### src/rtl/reg_file_sb.sv
// Architectural register file at the MEM/WB writeback boundary: two combinational
// read ports with write bypass, hardwired x0, and a per-register pending-write scoreboard.
module reg_file_sb #(
  parameter int ADDR_W = 5,
  parameter int DATA_W = 32,
  parameter int CNT_W  = 2
) (
  input  logic              clk_in,
  input  logic              rst_in,
  input  logic              rdy_in,
  input  logic              wb_we,
  input  logic [ADDR_W-1:0] wb_addr,
  input  logic [DATA_W-1:0] wb_data,
  input  logic              re1,
  input  logic [ADDR_W-1:0] raddr1,
  output logic [DATA_W-1:0] rdata1,
  output logic              busy1,
  input  logic              re2,
  input  logic [ADDR_W-1:0] raddr2,
  output logic [DATA_W-1:0] rdata2,
  output logic              busy2,
  input  logic              mark_en,
  input  logic [ADDR_W-1:0] mark_addr,
  input  logic              kill_en,
  input  logic [ADDR_W-1:0] kill_addr,
  output logic              sb_err
);

  localparam int NREG    = 1 << ADDR_W;
  localparam int CNT_MAX = (1 << CNT_W) - 1;

  logic [DATA_W-1:0] regs_q [NREG];
  logic [CNT_W-1:0]  cnt_q  [NREG];
  logic [CNT_W-1:0]  cnt_d  [NREG];
  logic              err_q, err_d;
  logic              wb_fire, hit1, hit2;

  // A stalled pipeline neither commits nor forwards the writeback.
  assign wb_fire = rdy_in && wb_we;
  assign hit1    = wb_fire && (wb_addr == raddr1);
  assign hit2    = wb_fire && (wb_addr == raddr2);
  assign sb_err  = err_q;

  always_ff @(posedge clk_in or negedge rst_in) begin
    if (!rst_in) begin
      for (int i = 0; i < NREG; i++) regs_q[i] <= '0;
    end else if (wb_fire && wb_addr != '0) begin
      regs_q[wb_addr] <= wb_data;
    end
  end

  // Mark, writeback and kill combine into one signed delta per register, then clamp.
  always_comb begin
    err_d = err_q;
    for (int r = 0; r < NREG; r++) begin
      int net;
      net      = int'(cnt_q[r]);
      cnt_d[r] = cnt_q[r];
      if (rdy_in && r != 0) begin
        if (mark_en && mark_addr == ADDR_W'(r)) net = net + 1;
        if (wb_we && wb_addr == ADDR_W'(r))     net = net - 1;
        if (kill_en && kill_addr == ADDR_W'(r)) net = net - 1;
        if (net > CNT_MAX) begin
          cnt_d[r] = CNT_W'(CNT_MAX);
          err_d    = 1'b1;
        end else if (net < 0) begin
          cnt_d[r] = '0;
          err_d    = 1'b1;
        end else begin
          cnt_d[r] = CNT_W'(net);
        end
      end
    end
  end

  always_ff @(posedge clk_in or negedge rst_in) begin
    if (!rst_in) begin
      for (int i = 0; i < NREG; i++) cnt_q[i] <= '0;
      err_q <= 1'b0;
    end else begin
      for (int i = 0; i < NREG; i++) cnt_q[i] <= cnt_d[i];
      err_q <= err_d;
    end
  end

  // A writeback landing this cycle retires one pending write and supplies the data.
  always_comb begin
    rdata1 = '0;
    busy1  = 1'b0;
    if (rst_in && re1 && raddr1 != '0) begin
      rdata1 = hit1 ? wb_data : regs_q[raddr1];
      busy1  = hit1 ? (cnt_q[raddr1] > CNT_W'(1)) : (cnt_q[raddr1] != '0);
    end
  end

  always_comb begin
    rdata2 = '0;
    busy2  = 1'b0;
    if (rst_in && re2 && raddr2 != '0) begin
      rdata2 = hit2 ? wb_data : regs_q[raddr2];
      busy2  = hit2 ? (cnt_q[raddr2] > CNT_W'(1)) : (cnt_q[raddr2] != '0);
    end
  end

endmodule

### config.mk
export PLATFORM = sky130hd
export DESIGN_NAME = reg_file_sb
export DESIGN_NICKNAME = d
export VERILOG_FILES = /design/src/rtl/reg_file_sb.sv
export SDC_FILE = /design/constraint.sdc
export NUM_CORES = 2
export LEC_CHECK = 0
export CAP_MARGIN = 30
export CELL_PAD_IN_SITES_DETAIL_PLACEMENT = 1
export CELL_PAD_IN_SITES_GLOBAL_PLACEMENT = 1
export CORE_ASPECT_RATIO = 1.25
export CORE_MARGIN = 2
export CORE_UTILIZATION = 45
export DETAILED_ROUTE_END_ITERATION = 10
export PLACE_DENSITY_LB_ADDON = 0.12
export REMOVE_ABC_BUFFERS = 1
export SLEW_MARGIN = 20
export SYNTH_ARGS = -nofsm -noshare
export SYNTH_HDL_FRONTEND = slang
export SYNTH_SLANG_ARGS = --single-unit
### constraint.sdc
create_clock -name clk_in -period 6.4 [get_ports clk_in]
set_input_delay 1.28 -clock clk_in [delete_from_list [all_inputs] [get_ports clk_in]]
set_output_delay 1.28 -clock clk_in [all_outputs]
set_load 0.005 [all_outputs]
Word-level counts from Yosys, hierarchy flattened
Cells that the tools add are included.
{"block": "word_totals", "reg_bits": 1087, "latchBits": 0, "mem_bits_rw": 0, "rom_bits": 0, "inputBits": 65, "output_inout_bits": 67, "wordCells": 794, "mem_count": 0}
{"block": "op_classes", "addsub": 93, "multipliers": 0, "div": 0, "order_cmp": 68, "eq_ne": 95, "shifts": 0, "muxes": 364, "n_bitwise": 3, "n_reduce_logical": 107}
{"operator": "2-to-1 mux 32 bit", "n": 164}
{"operator": "subtractor 32 x 2 -> 32 bit, second input constant", "n": 62}
{"operator": "bitwise mux 1024 bit", "n": 1}
{"operator": "> comparator 32 x 3 -> 1 bit, second input constant", "n": 31}
{"operator": "less-than comparator 32 x 1 -> 1 bit, second input constant", "n": 31}
{"operator": "binary-select mux 32 bit (select 5 bit)", "n": 2}
{"operator": "== test 5 bit, second input constant", "n": 48}
{"operator": "demux 32 bit (select 5 bit)", "n": 1}
{"operator": "2-to-1 mux 2 bit", "n": 66}
{"operator": "== test 5 x 4 -> 1 bit, second input constant", "n": 24}
{"operator": "logical AND 1 bit", "n": 102}
{"operator": "2-to-1 mux 1 bit", "n": 97}
{"operator": "adder 2 x 1 -> 3 bit, second input constant", "n": 31}
{"operator": "2-to-1 mux 3 bit", "n": 31}
{"operator": "== test 5 x 3 -> 1 bit, second input constant", "n": 12}
{"operator": "== test 5 x 2 -> 1 bit, second input constant", "n": 6}
{"operator": "binary-select mux 2 bit (select 5 bit)", "n": 2}
{"operator": "greater-or-equal comparator 6 bit, second input constant", "n": 3}
{"operator": "inverter 5 -> 6 bit", "n": 3}
{"operator": "== test 5 x 1 -> 1 bit, second input constant", "n": 3}
{"operator": "nonzero test 5 bit", "n": 3}
{"operator": "== test 5 bit", "n": 2}
{"operator": "less-than comparator 6 x 1 -> 1 bit, second input constant", "n": 1}
{"operator": "> comparator 2 x 1 -> 1 bit, second input constant", "n": 2}
{"operator": "nonzero test 2 bit", "n": 2}

Logic depth before layout (Yosys ltp)
{"block": "logic_depth", "depth_word": 104, "ltp_mapped": 18, "ltp_nobuf": 16}

Worst setup path before layout
No wires, ideal clock.
{"block": "synth_path", "kind": "input port to output port", "from": "input port raddr2[0]", "to": "output port rdata2[1]", "t_arrival_ns": 3.337, "t_required_ns": 5.120, "slack_ns": 1.783, "cell_stages": 8, "path_cell_list": "buf_2 buf_2 buf_1 mux4_2 a22oi_1 o21ai_0 o211ai_1 a21oi_1"}
{"block": "synth_via", "elab_chain_cells": 6, "elab_cells_between_ends": 10}
{"element": "start: declaration", "line": "19", "source": "input logic [ADDR_W-1:0] raddr2,"}
{"element": "inverter 5 -> 6 bit (implied by the code)", "line": "100", "source": "rdata2 = hit2 ? wb_data : regs_q[raddr2];"}
{"element": "binary-select mux 32 bit (select 5 bit)", "line": "100"}
{"element": "2-to-1 mux 32 bit (implied by the code) (2 in series)", "line": "100"}
{"element": "2-to-1 mux 32 bit", "line": "100"}
{"element": "2-to-1 mux 32 bit *", "line": "99", "source": "if (rst_in && re2 && raddr2 != '0) begin"}
{"element": "end: declaration", "line": "20", "source": "output logic [DATA_W-1:0] rdata2,"}
Every way passes the cells marked *; elsewhere a longest branch is shown, timed or not. The select of a mux whose other input is x is not followed.

Worst setup path in the final report
{"block": "layout_path", "from": "input port wb_addr[0]", "to": "output port rdata1[28]"}
{"block": "layout_via", "elab_chain_cells": 4}
{"element": "start: declaration", "line": "12", "source": "input logic [ADDR_W-1:0] wb_addr,"}
{"element": "== test 5 bit", "line": "40", "source": "assign hit1 = wb_fire && (wb_addr == raddr1);"}
{"element": "logical AND 1 bit", "line": "40"}
{"element": "2-to-1 mux 32 bit", "line": "91", "source": "rdata1 = hit1 ? wb_data : regs_q[raddr1];"}
{"element": "2-to-1 mux 32 bit", "line": "90", "source": "if (rst_in && re1 && raddr1 != '0) begin"}
{"element": "end: declaration", "line": "16", "source": "output logic [DATA_W-1:0] rdata1,"}
No other way between the ends.

==> metrics.md <==
| Metric | Value |
|---|---|
| Status | complete, no violations |
| Drt pass-1 iters | 5 |
| Die X-Extent | 353 microns |
| Hold Path Origin | regs_q[1011] |
| Critical path's largest stage delay | 0.58 ns |
| CP Cell Sequence | clkdlybuf4s50_1, buf_4, xor2_1, nor4_1, buf_4, nand3_4, buf_4, o211ai_1, a21oi_1, clkdlybuf4s50_1 |
| Clk slew on worst S/H paths | 0.06 ns |
| Unique masters post-synth | 97 |
| Global-route wire length before repair | 379 mm |
| Slew Viols, Final | 0 |
| Critical Path End Type | primary output |
| Post-CTS Setup Bufs | 0 |
| Post-route ant nets | 0 |
| I/O Pins | about 130 |
| Tcrit/Tclk final | 94.1% |
| Die area | about 160000 sq um |
| Fmax | about 0.17 GHz |
| Met1 Resource Use GR | 39.8% |
| Placed cell areas | 73000 sq um |
| Gr ovfl total | 0 |
| CTS tree | built |
| Cell taking the most area after synthesis | dfrtp_1 |
| Antenna violations before repair | 4 |
| Cts bufs inserted | 120 |
| Vias per Instance | 6.60 |
| DP HPWL | 160 mm |
| Critical path type | in -> out |
| Fraction of registers with async set/reset | 100% |
| Fillers | about 15k |
| Worst r2r path cells | 12 |
| Req. time, crit path | 5.12 ns |
| PostCTS Resize Cnt | 0 |
| Worst-margin pin slew | just over 1 ns |
| Flop-to-flop setup slack | 2.29 ns |
| Row count | 159 |
| Endpoint, Worst Hold | regs_q[1011] |
| Wirelength, routed | between 200 and 300 mm |
| Setup violators final | 0 |
| Routed via count | about 53k |
| Tmin final | 6.02 ns |
| Seq cells post-synth | about 1.1k |
| CP startpoint kind | primary input |
| Global Route Usage Sum | 32.6% |
| Synthesized area per cell | roughly 12 sq um |
| # nets final | 6026 |
| Number of flops mapped to enable cells by yosys | 0 |
| Worst-Skew Late Latency | 0.76 ns |
| Synth top area share | 39.8% |
| Top cells by area, synth | dfrtp_1 (40%), mux2_2 (19%), mux4_2 (9.5%) |
| Clock buffer depth | 3 |
| Hold path depth | 0 |
| Clock sinks | 1087 |
| Hold buffers post-CTS | 0 |
| Mapped cell area | approximately 68000 sq um |
| Power per cell area | 282 nW/um^2 |
| Main flop type after synthesis | dfrtp_1 |
| Vias in the first global route | 56.5k |
| Mapped Cells | between 5k and 6k |
| P&R area growth vs syn | 13.0% |
| Worst slew margin | 32.0% |
| Final Hold Vio Count | 0 |
| Starting DRC count in detailed routing | 3554 |
| Post-Layout Cell Count | 7952 |
| Initial Utilization | between 40% and 50% |
| Routability Congestion | 0.901 |
| M2 GR Usage | about 56% |
| Pin count of the biggest net entering global routing | around 150 |
| Area occupied by multi-input gates | 39000 sq um |
| Worst hold path class | reg -> reg |
| Worst r2r dst | sb_err |
| # port buffers | roughly 130 |
| CP max stage cell | clkdlybuf4s50_1 |
| Register area | around 27000 sq um |
| Yosys warns | 0 |
| Top cell by count, worst path | buf_4 |
| Share of cells above drive strength 1 | roughly a third |
| Die Ht | roughly 440 microns |
| Met3 Use GR | 4.60% |
| Layout Skew | 0.0106 ns |
| H-Tree Depth | 3 |
| Fin area | approximately 77000 sq um |
| Worst VDD drop | 0.221 mV |
| WL/cell | approximately 32 microns |
| Remaining DRCs | 0 |
| MaxCap Viol Count | 0 |
| Core Box Area | 151000 sq um |
| Crit path DAT | between 4 and 5 ns |
| Inst Count DP | around 7.7k |
| Seq/Total Area, Yosys | about two fifths |
| RSZ-0062 raised after global routing | false |
| Leak | 33.5 nW |
| Clk root buf | clkbuf_16 |
| Start of the worst register-to-register path | cnt_q[28] |
| Grt peak-use layer | met2 |
| CP max FO | 22 |
synth_stat cells, drive strengths merged (10+ instances only):
master and number:
xor2 45, o311ai 24, nor2b 15, and3 19, mux4 287, o221ai 13
a211oi 14, nand3 82, nand2b 18, a22oi 133, ha 124, inv 59
nand4 17, buf 179, nor3 42, a21boi 10, mux2i 426, nand2 250
or3 21, o211ai 154, clkbuf 384, xnor2 75, nor4 13, mux2 1151
a31oi 17, a21oi 263, nand4b 12, o21ai 299, nor2 306, a2111oi 11
a221oi 134, o31ai 24, dfrtp 1087
through the flow:
step | setup TNS (ns) | power, mW | util [%] | setup slack [ns] | hold WS, ns
floorplan | -51.33 | 12.2 | - | -0.832 | 0.373
global placement | 0 | 14.1 | 48.1 | 0.353 | 0.384
detailed placement | 0 | 14.3 | 48.4 | 0.289 | 0.391
CTS | 0 | 21.9 | 51.2 | 0.428 | 0.404
global route | 0 | 22.8 | 51.3 | 0.382 | 0.420
finish | 0 | 21.8 | 51.3 | 0.378 | 0.401
final cells by class:
| type | count | area share (%) |
|---|---|---|
| antenna | 1 | 0.00324 |
| clock buffer | 174 | 4.62 |
| clock inverter | 50 | 0.813 |
| inverter | 59 | 0.287 |
| multi-input combinational | 4193 | 50.5 |
| sequential | 1087 | 35.2 |
| tap | 2012 | 3.26 |
| timing repair buffer | 376 | 5.33 |
worst max-delay path: cells and delay by family:
family	cells	cell delay, ns
compound gates	2	0.64
xor+xnor	1	0.19
buf+inv	5	2.05
simple gates	2	0.52
cells in the final DEF (no fill, tap or decap), types with 117 or more instances in the layout:
cell,instances
a21oi_1,263
a221oi_1,134
a22oi_1,133
buf_4,171
clkbuf_16,123
clkdlybuf4s50_1,117
dfrtp_1,1087
ha_1,124
mux2_2,1136
mux2i_1,426
mux4_2,287
nand2_1,239
nor2_1,266
o211ai_1,154
o21ai_0,293
metal layers:
layer	routed length, microns	part of all wire, %	vias to the layer above
met5	49	0.019	-
met4	15300	6.0	8
met3	12500	4.9	620
met2	126000	49	1531
met1	102000	40	28000
li1	-	-	22400
sequential cells by signal, indices dropped and copies added (netlist names):
register	count
cnt_q	62
sb_err	1
regs_q	1024
worst max-delay path by stage:
stage | from | endpoint | slack, ns | cells past startpoint
after floorplan | raddr1[2] | rdata1[0] | -0.83 | 6
after global placement | mark_addr[4] | sb_err | 0.35 | 15
after detailed placement | mark_addr[1] | sb_err | 0.29 | 13
after CTS | wb_addr[0] | rdata1[28] | 0.43 | 10
after global routing | wb_addr[0] | rdata1[28] | 0.38 | 10
final | wb_addr[0] | rdata1[28] | 0.38 | 10
cell families (layout without fill, tap and decap cells):
group                    Yosys count  in the layout  synth area share, %
multiplexers                    1864           1864                 34.6
AO/OA/AOI/OAI                   1208           1208                 11.7
flip-flops                      1087           1087                 39.8
AND/OR/NAND/NOR                  877            877                 6.42
buffers and inverters            622            659                 3.65
adder cells (fa/ha/maj)          124            124                 2.27
XOR/XNOR                         120            120                 1.54
other                              0              1                    0
report_power, final:
part | leakage, nW | total [mW] | internal (mW) | switching, mW
Clock | 2.08 | 7.46 | 4.38 | 3.08
Sequential | 14.4 | 8.84 | 7.85 | 0.989
Combinational | 17.0 | 5.47 | 2.72 | 2.75
Power figures use the tool's default switching activity.
